$ cat config.mk
export PLATFORM = sky130hd
export DESIGN_NAME = uart_tx_sched
export DESIGN_NICKNAME = d
export VERILOG_FILES = /design/src/rtl/uart_tx_sched.sv
export SDC_FILE = /design/constraint.sdc
export NUM_CORES = 1
export LEC_CHECK = 0
export ABC_CLOCK_PERIOD_IN_PS = 1700
export BUFFER_PORTS_ARGS = -buffer_cell sky130_fd_sc_hd__buf_2
export CAP_MARGIN = 20
export CORE_MARGIN = 2
export CORE_UTILIZATION = 39
export DETAILED_ROUTE_END_ITERATION = 10
export GPL_TIMING_DRIVEN = 1
export PLACE_DENSITY = 0.66
export SKIP_LAST_GASP = 1
export SLEW_MARGIN = 15
export SYNTH_ARGS = -nofsm -noshare
export SYNTH_HDL_FRONTEND = slang
export SYNTH_SLANG_ARGS = --single-unit
$ cat constraint.sdc
create_clock -name CLK50M -period 1.7 [get_ports CLK50M]
set_input_delay 0.255 -clock CLK50M [delete_from_list [all_inputs] [get_ports CLK50M]]
set_output_delay 0.255 -clock CLK50M [all_outputs]
set_load 0.02 [all_outputs]
$ cat src/rtl/uart_tx_sched.sv
// Two-requester scheduler sharing one UART byte transmitter: valid/ready arbitration,
// start/ack/done sequencing and ack timeout. Define UART_TX_SCHED_FIXED_PRIO_EN for fixed priority.
module uart_tx_sched #(
   parameter int DATA_W      = 8,
   parameter int ACK_TIMEOUT = 16
) (
   input  logic              CLK50M,
   input  logic              RST_N,
   input  logic              REQ0_VALID,
   input  logic [DATA_W-1:0] REQ0_DATA,
   output logic              REQ0_READY,
   input  logic              REQ1_VALID,
   input  logic [DATA_W-1:0] REQ1_DATA,
   output logic              REQ1_READY,
   output logic              TX_START,
   output logic [DATA_W-1:0] TX_DATA,
   input  logic              TX_BUSY,
   output logic [1:0]        GRANT,
   output logic              ERR,
   output logic [1:0]        STATE
);

   typedef enum logic [1:0] {
      IDLE      = 2'd0,
      LOAD      = 2'd1,
      WAIT_ACK  = 2'd2,
      WAIT_DONE = 2'd3
   } state_t;

   localparam logic [7:0] CNT_LAST = 8'(ACK_TIMEOUT - 1);

   state_t            state, state_nxt;
   logic [DATA_W-1:0] data_q, data_nxt;
   logic [1:0]        grant_q, grant_nxt;
   logic              last_q, last_nxt;  // index of the most recently completed port
   logic [7:0]        cnt_q, cnt_nxt;
   logic              err_q, err_nxt;
   logic              tie_to_0;
   logic              pick0;
   logic              pick1;

`ifdef UART_TX_SCHED_FIXED_PRIO_EN
   assign tie_to_0 = 1'b1;
`else
   assign tie_to_0 = last_q;
`endif

   assign pick0 = REQ0_VALID & (~REQ1_VALID | tie_to_0);
   assign pick1 = REQ1_VALID & ~pick0;

   always_comb begin
      // NOTE: every signal driven here gets a default first, so no path can infer a latch.
      state_nxt  = state;
      data_nxt   = data_q;
      grant_nxt  = grant_q;
      last_nxt   = last_q;
      cnt_nxt    = cnt_q;
      err_nxt    = 1'b0;
      REQ0_READY = 1'b0;
      REQ1_READY = 1'b0;
      TX_START   = 1'b0;
      case (state)
         IDLE: begin
            // READY is held low while reset is asserted so no handshake is implied.
            if (RST_N && !TX_BUSY && (pick0 || pick1)) begin
               REQ0_READY = pick0;
               REQ1_READY = pick1;
               data_nxt   = pick0 ? REQ0_DATA : REQ1_DATA;
               grant_nxt  = {pick1, pick0};
               state_nxt  = LOAD;
            end
         end
         LOAD: begin
            TX_START  = 1'b1;
            cnt_nxt   = '0;
            state_nxt = WAIT_ACK;
         end
         WAIT_ACK: begin
            if (TX_BUSY) begin
               state_nxt = WAIT_DONE;
            end else if (cnt_q == CNT_LAST) begin
               err_nxt   = 1'b1;
               grant_nxt = '0;
               state_nxt = IDLE;
            end else begin
               cnt_nxt = cnt_q + 8'd1;
            end
         end
         WAIT_DONE: begin
            if (!TX_BUSY) begin
               grant_nxt = '0;
               last_nxt  = grant_q[1];
               state_nxt = IDLE;
            end
         end
         default: state_nxt = IDLE;
      endcase
   end

   always_ff @(posedge CLK50M or negedge RST_N) begin
      if (!RST_N) begin
         state   <= IDLE;
         data_q  <= '0;
         grant_q <= '0;
         last_q  <= 1'b1;
         cnt_q   <= '0;
         err_q   <= 1'b0;
      end else begin
         // NOTE: non-blocking assignments so every register samples pre-edge values.
         state   <= state_nxt;
         data_q  <= data_nxt;
         grant_q <= grant_nxt;
         last_q  <= last_nxt;
         cnt_q   <= cnt_nxt;
         err_q   <= err_nxt;
      end
   end

   assign TX_DATA = data_q;
   assign GRANT   = grant_q;
   assign ERR     = err_q;
   assign STATE   = state;

endmodule
# [Word-level counts from Yosys, hierarchy flattened]
# Index checks and enable logic that the tools add are counted.
[op_classes] n_addsub=1 eq_ne=10 mux=20 bitwise=6 reduce_logical=12
[ops] operator="2-to-1 mux 8 bit" count=3
[ops] operator="one-hot mux 8 bit (2 select lines)" count=1
[ops] operator="2-to-1 mux 2 bit" count=6
[ops] operator="inequality test 2 bit (second input constant)" count=5
[ops] operator="adder 8 x 1 -> 8 bit (second input constant)" count=1
[ops] operator="== test 8 x 4 -> 1 bit (second input constant)" count=1
[ops] operator="2-to-1 mux 1 bit" count=8
[ops] operator="one-hot mux 2 bit (4 select lines)" count=1
[ops] operator="one-hot mux 2 bit (3 select lines)" count=1
[ops] operator="AND reduction 3 bit" count=2
[ops] operator="AND reduction 5 bit" count=1
[ops] operator="== test 2 bit (second input constant)" count=2
[ops] operator="AND reduction 2 bit" count=2
[ops] operator="inequality test 3 bit (second input constant)" count=1
[ops] operator="inverter 1 bit" count=3
[ops] operator="nonzero test 3 bit" count=1
[ops] operator="bitwise AND 1 bit" count=2
[ops] operator="== test 2 x 1 -> 1 bit (second input constant)" count=1
[ops] operator="logical AND 1 bit" count=2
[ops] operator="zero test 2 bit" count=1
[ops] operator="nonzero test 2 bit" count=1
[ops] operator="zero test 1 bit" count=1
[ops] operator="logical OR 1 bit" count=1
[ops] operator="OR 1 bit" count=1
[word_totals] ff_bits=22 elab_cells=55

# [Longest topological paths before layout]
[depth] depth_word=9 ltp_mapped=7 depth_no_buf=6

# [Least setup slack after synthesis]
# OpenSTA, ideal clock, no wires.
[synth_timing] path_type="register -> register" from="reg state[0] (netlist: STATE[0])" to="reg grant_q[0] (netlist: GRANT[0])" arrival_time_ps=1863 required_ps=1573 slack_ps=-290 path_stages_with_launch=8 n_path_buf=1 period_less_slack_ps=1990 cell_sequence="dfrtp_1 inv_1 ha_1 buf_6 o31a_1 a21oi_2 nor2b_4 mux2_1"
[synth_via] elab_chain_cells=3 word_cells_on_any_way=10
[synth_lines] item="start: declaration" line_no="32" source="state_t state, state_nxt;"
[synth_lines] item="start signal: assignment" line_no="110" source="state <= state_nxt;"
[synth_lines] item="== test 2 bit or zero test 2 bit (tied branches)" line_no="62" source="case (state)"
[synth_lines] item="inequality test 2 bit (no line) or nonzero test 3 bit (tied branches)"
[synth_lines] item="AND reduction 5 bit (no line)"
[synth_lines] item="end signal: assignment" line_no="112" source="grant_q <= grant_nxt;"
[synth_lines] item="end: declaration" line_no="34" source="logic [1:0] grant_q, grant_nxt;"
# Parallel ways exist; a longest one is shown, timed or not.
# A chain may end at the register's enable or synchronous reset.

# [Final worst setup path]
[layout_timing] from="reg state[1] (netlist: STATE[1])" to="out REQ1_READY"
[layout_via] elab_chain_cells=2
[layout_lines] item="zero test 2 bit" line_no="62"
[layout_lines] item="2-to-1 mux 1 bit" line_no="62"
[layout_lines] item="end: declaration" line_no="14" source="output logic REQ1_READY,"
# Every way passes these cells.

==> results_dict.tcl <==
set metrics [dict create \
    holdCritStartpoint "REQ0_DATA[6]" \
    fin_tns_setup_ns -0.249 \
    n_fill_cell 269 \
    synth_cell_types 38 \
    cts_tree "yes" \
    power_frac_clock_pct 14.6 \
    comb_power_share_pct 56.1 \
    grt_pass1_wl_um 4020 \
    post-route-period-util_pct 105 \
    syn_inst 116 \
    critical_path_arrival_ns 1.52 \
    clk_path_buf_depth 2 \
    antenna_cells 0 \
    syn-cell-area_sq_um 1220 \
    cp.required_ns 1.44 \
    insertion_delay_ns 0.31 \
    ios 37 \
    power_leakage_nw 0.856 \
    hold_ws_ns 0.246 \
    root_buffer "clkbuf_4" \
    seqPwrFrac_pct 29.2 \
    vias 1050 \
    numCtsBuffers 3 \
    htreeDepth 1 \
    crit_type "reg2out" \
    clk_pin_slew_worst_paths_ns 0.13 \
    drc 0 \
    p_switching_w 0.00107 \
    crit_path_max_fanout 3 \
    final_nets 202 \
    io_buffers 36 \
    period_needed_ns 1.78 \
    finalHoldViolations 0 \
    track_usage_pct 15.0 \
    wl_um 2750 \
    regToRegEndpoint "GRANT[1]" \
    antenna_found_initial 0 \
    final.setup_skew_ns 0.00839 \
    status "finished, violations left" \
    reg2reg_depth 6 \
    syn2layout_area_growth_pct 43.5 \
    grt_pass1_vias 936 \
    layout_commonest_cell "buf_2" \
    fin_ws_ns -0.0773 \
    maxSlewViolCount 0 \
    hold_end "TX_DATA[6]" \
    coreArea_sq_um 3030 \
    swShare_pct 38.5 \
    dieArea_sq_um 3600 \
    regArea_sq_um 554 \
    hold_class "in2reg" \
    final_core_util_pct 58.0 \
    synth_warnings 0 \
    yosysSeqAreaShare_pct 45.1 \
    fmax_mhz 563 \
    dr.pass1.iters 4 \
    dpl.hpwl_um 1920 \
    post_drt_wl_per_cell_um 12.6 \
    worstReg2RegStart "STATE[1]" \
    start_util_pct 40.4 \
    die_h_um 60.0 \
    synth_seq_cells 22 \
    avgSynthCellArea_sq_um 10.5 \
    synth_edf_count 0 \
    worstMarginPinSlew_ns 0.436 \
    max-slew-margin-rel_pct 70.1 \
    worst-r2r-setup-slack_ns -0.07 \
    vdd_drop_max_uv 1410 \
    finalSetupViolCount 4 \
    grt_start_max_net_pins 23 \
    syn_nets 143 \
    power_density_nw_per_um2 1580 \
    layout_common_cells "buf_2, dfrtp_1, buf_4" \
    clock-sinks 22 \
    violations "setup timing" \
    antenna_left 0 \
    drt-initial-drc-count 23 \
    rsz0062_at_grt "true" \
    p_int_w 0.00171 \
    async_reset_ff_share_pct 100 \
    rows 20 \
    cp-start-kind "flop" \
    via_per_inst 4.82 \
    hold_depth 3 \
    die_w_um 60.0 \
    synth_flop_cell "dfrtp_1" \
    multi_input_area_sq_um 709 \
    drive_gt1_share_pct 48.3 \
    place_congestion 0.761 \
    endpoint_kind "output port" \
    maxCapViolCount 0 \
    grt_overflow 0 \
]
## power groups by stage
stage / clock, W / combinational [W] / sequential (W)
after floorplan: 0 / 0.000685 / 0.000999
after global placement: 0 / 0.00123 / 0.000818
after detailed placement: 0 / 0.00125 / 0.000829
after CTS: 0.000416 / 0.00139 / 0.000806
after global routing: 0.000429 / 0.00169 / 0.000835
final: 0.000405 / 0.00156 / 0.000811
## logic make-up after synthesis
| group | synth area share [%] |
|---|---|
| AO/OA/AOI/OAI | 13.8 |
| XOR/XNOR | 2.15 |
| adder cells (fa/ha/maj) | 6.13 |
| flip-flops | 45.1 |
| AND/OR/NAND/NOR | 19.5 |
| multiplexers | 10.1 |
| buffers and inverters | 3.17 |
## cells in the mapped netlist, types with 2 or more instances
cell	n	area share (%)
a21oi_1	10	4.1
and3_1	3	1.5
dfrtp_1	21	43
ha_1	6	6.1
inv_1	3	0.92
mux2_1	2	1.8
mux2i_1	9	7.4
nand2_1	9	2.8
nand3_1	4	1.6
nor2_1	13	4.0
nor2b_1	2	1.0
nor3_1	3	1.2
o211ai_1	2	1.2
o21ai_0	2	0.82
o31ai_1	2	1.2
xnor2_1	3	2.1
## stage by stage
stage / std cells / setup WS (ns) / power (W) / area [sq um]
floorplan: 116 / -0.0715 / 0.00168 / 1260
global placement: 202 / 0.0558 / 0.00204 / 1540
global route: 218 / -0.147 / 0.00296 / 1760
finish: 218 / -0.0773 / 0.00277 / 1760
detailed placement: 202 / 0.0198 / 0.00208 / 1540
CTS: 212 / -0.0760 / 0.00261 / 1660
## layout make-up
type / instances / area share [%]
multi-input combinational: 87 / 40.4
sequential: 22 / 31.6
timing repair buffer: 57 / 20.9
tap: 44 / 3.14
clock inverter: 1 / 1.71
clock buffer: 3 / 1.28
inverter: 4 / 0.998
## worst max path at each step
stage / from / end / slack [ns]
after floorplan: STATE[0] / GRANT[0] / -0.07
final: STATE[1] / REQ1_READY / -0.08
after global routing: STATE[0] / GRANT[1] / -0.15
after CTS: STATE[1] / REQ1_READY / -0.08
after global placement: STATE[1] / GRANT[1] / 0.06
after detailed placement: STATE[1] / GRANT[1] / 0.02
## sequential cells by signal, summed over array words and instances (netlist names)
signal / cells
ERR: 1
GRANT: 2
STATE: 2
TX_DATA: 8
cnt_q: 8
last_q: 1
## per-layer routing
layer,routed length [um],GRT usage [%],up-vias
li1,-,-,524
met1,1230,18.6,493
met2,1350,26.2,33
met3,172,4.55,0
met4,0,1.90,0
met5,0,0,-
## repair_timing
item	in CTS	in global routing
setup buffers	5	8
pin swaps	2	7
endpoints found under the setup margin	4	7
hold buffers	1	0
hold endpoints to repair	21	0
gates resized for setup	6	11
## critical path, cell delays in order (launching register included)
cell,delay [ns]
dfrtp_2,0.45
inv_2,0.08
ha_4,0.14
nor3b_4,0.22
and3_1,0.20
buf_6,0.12
Power figures use the tool's default switching activity.
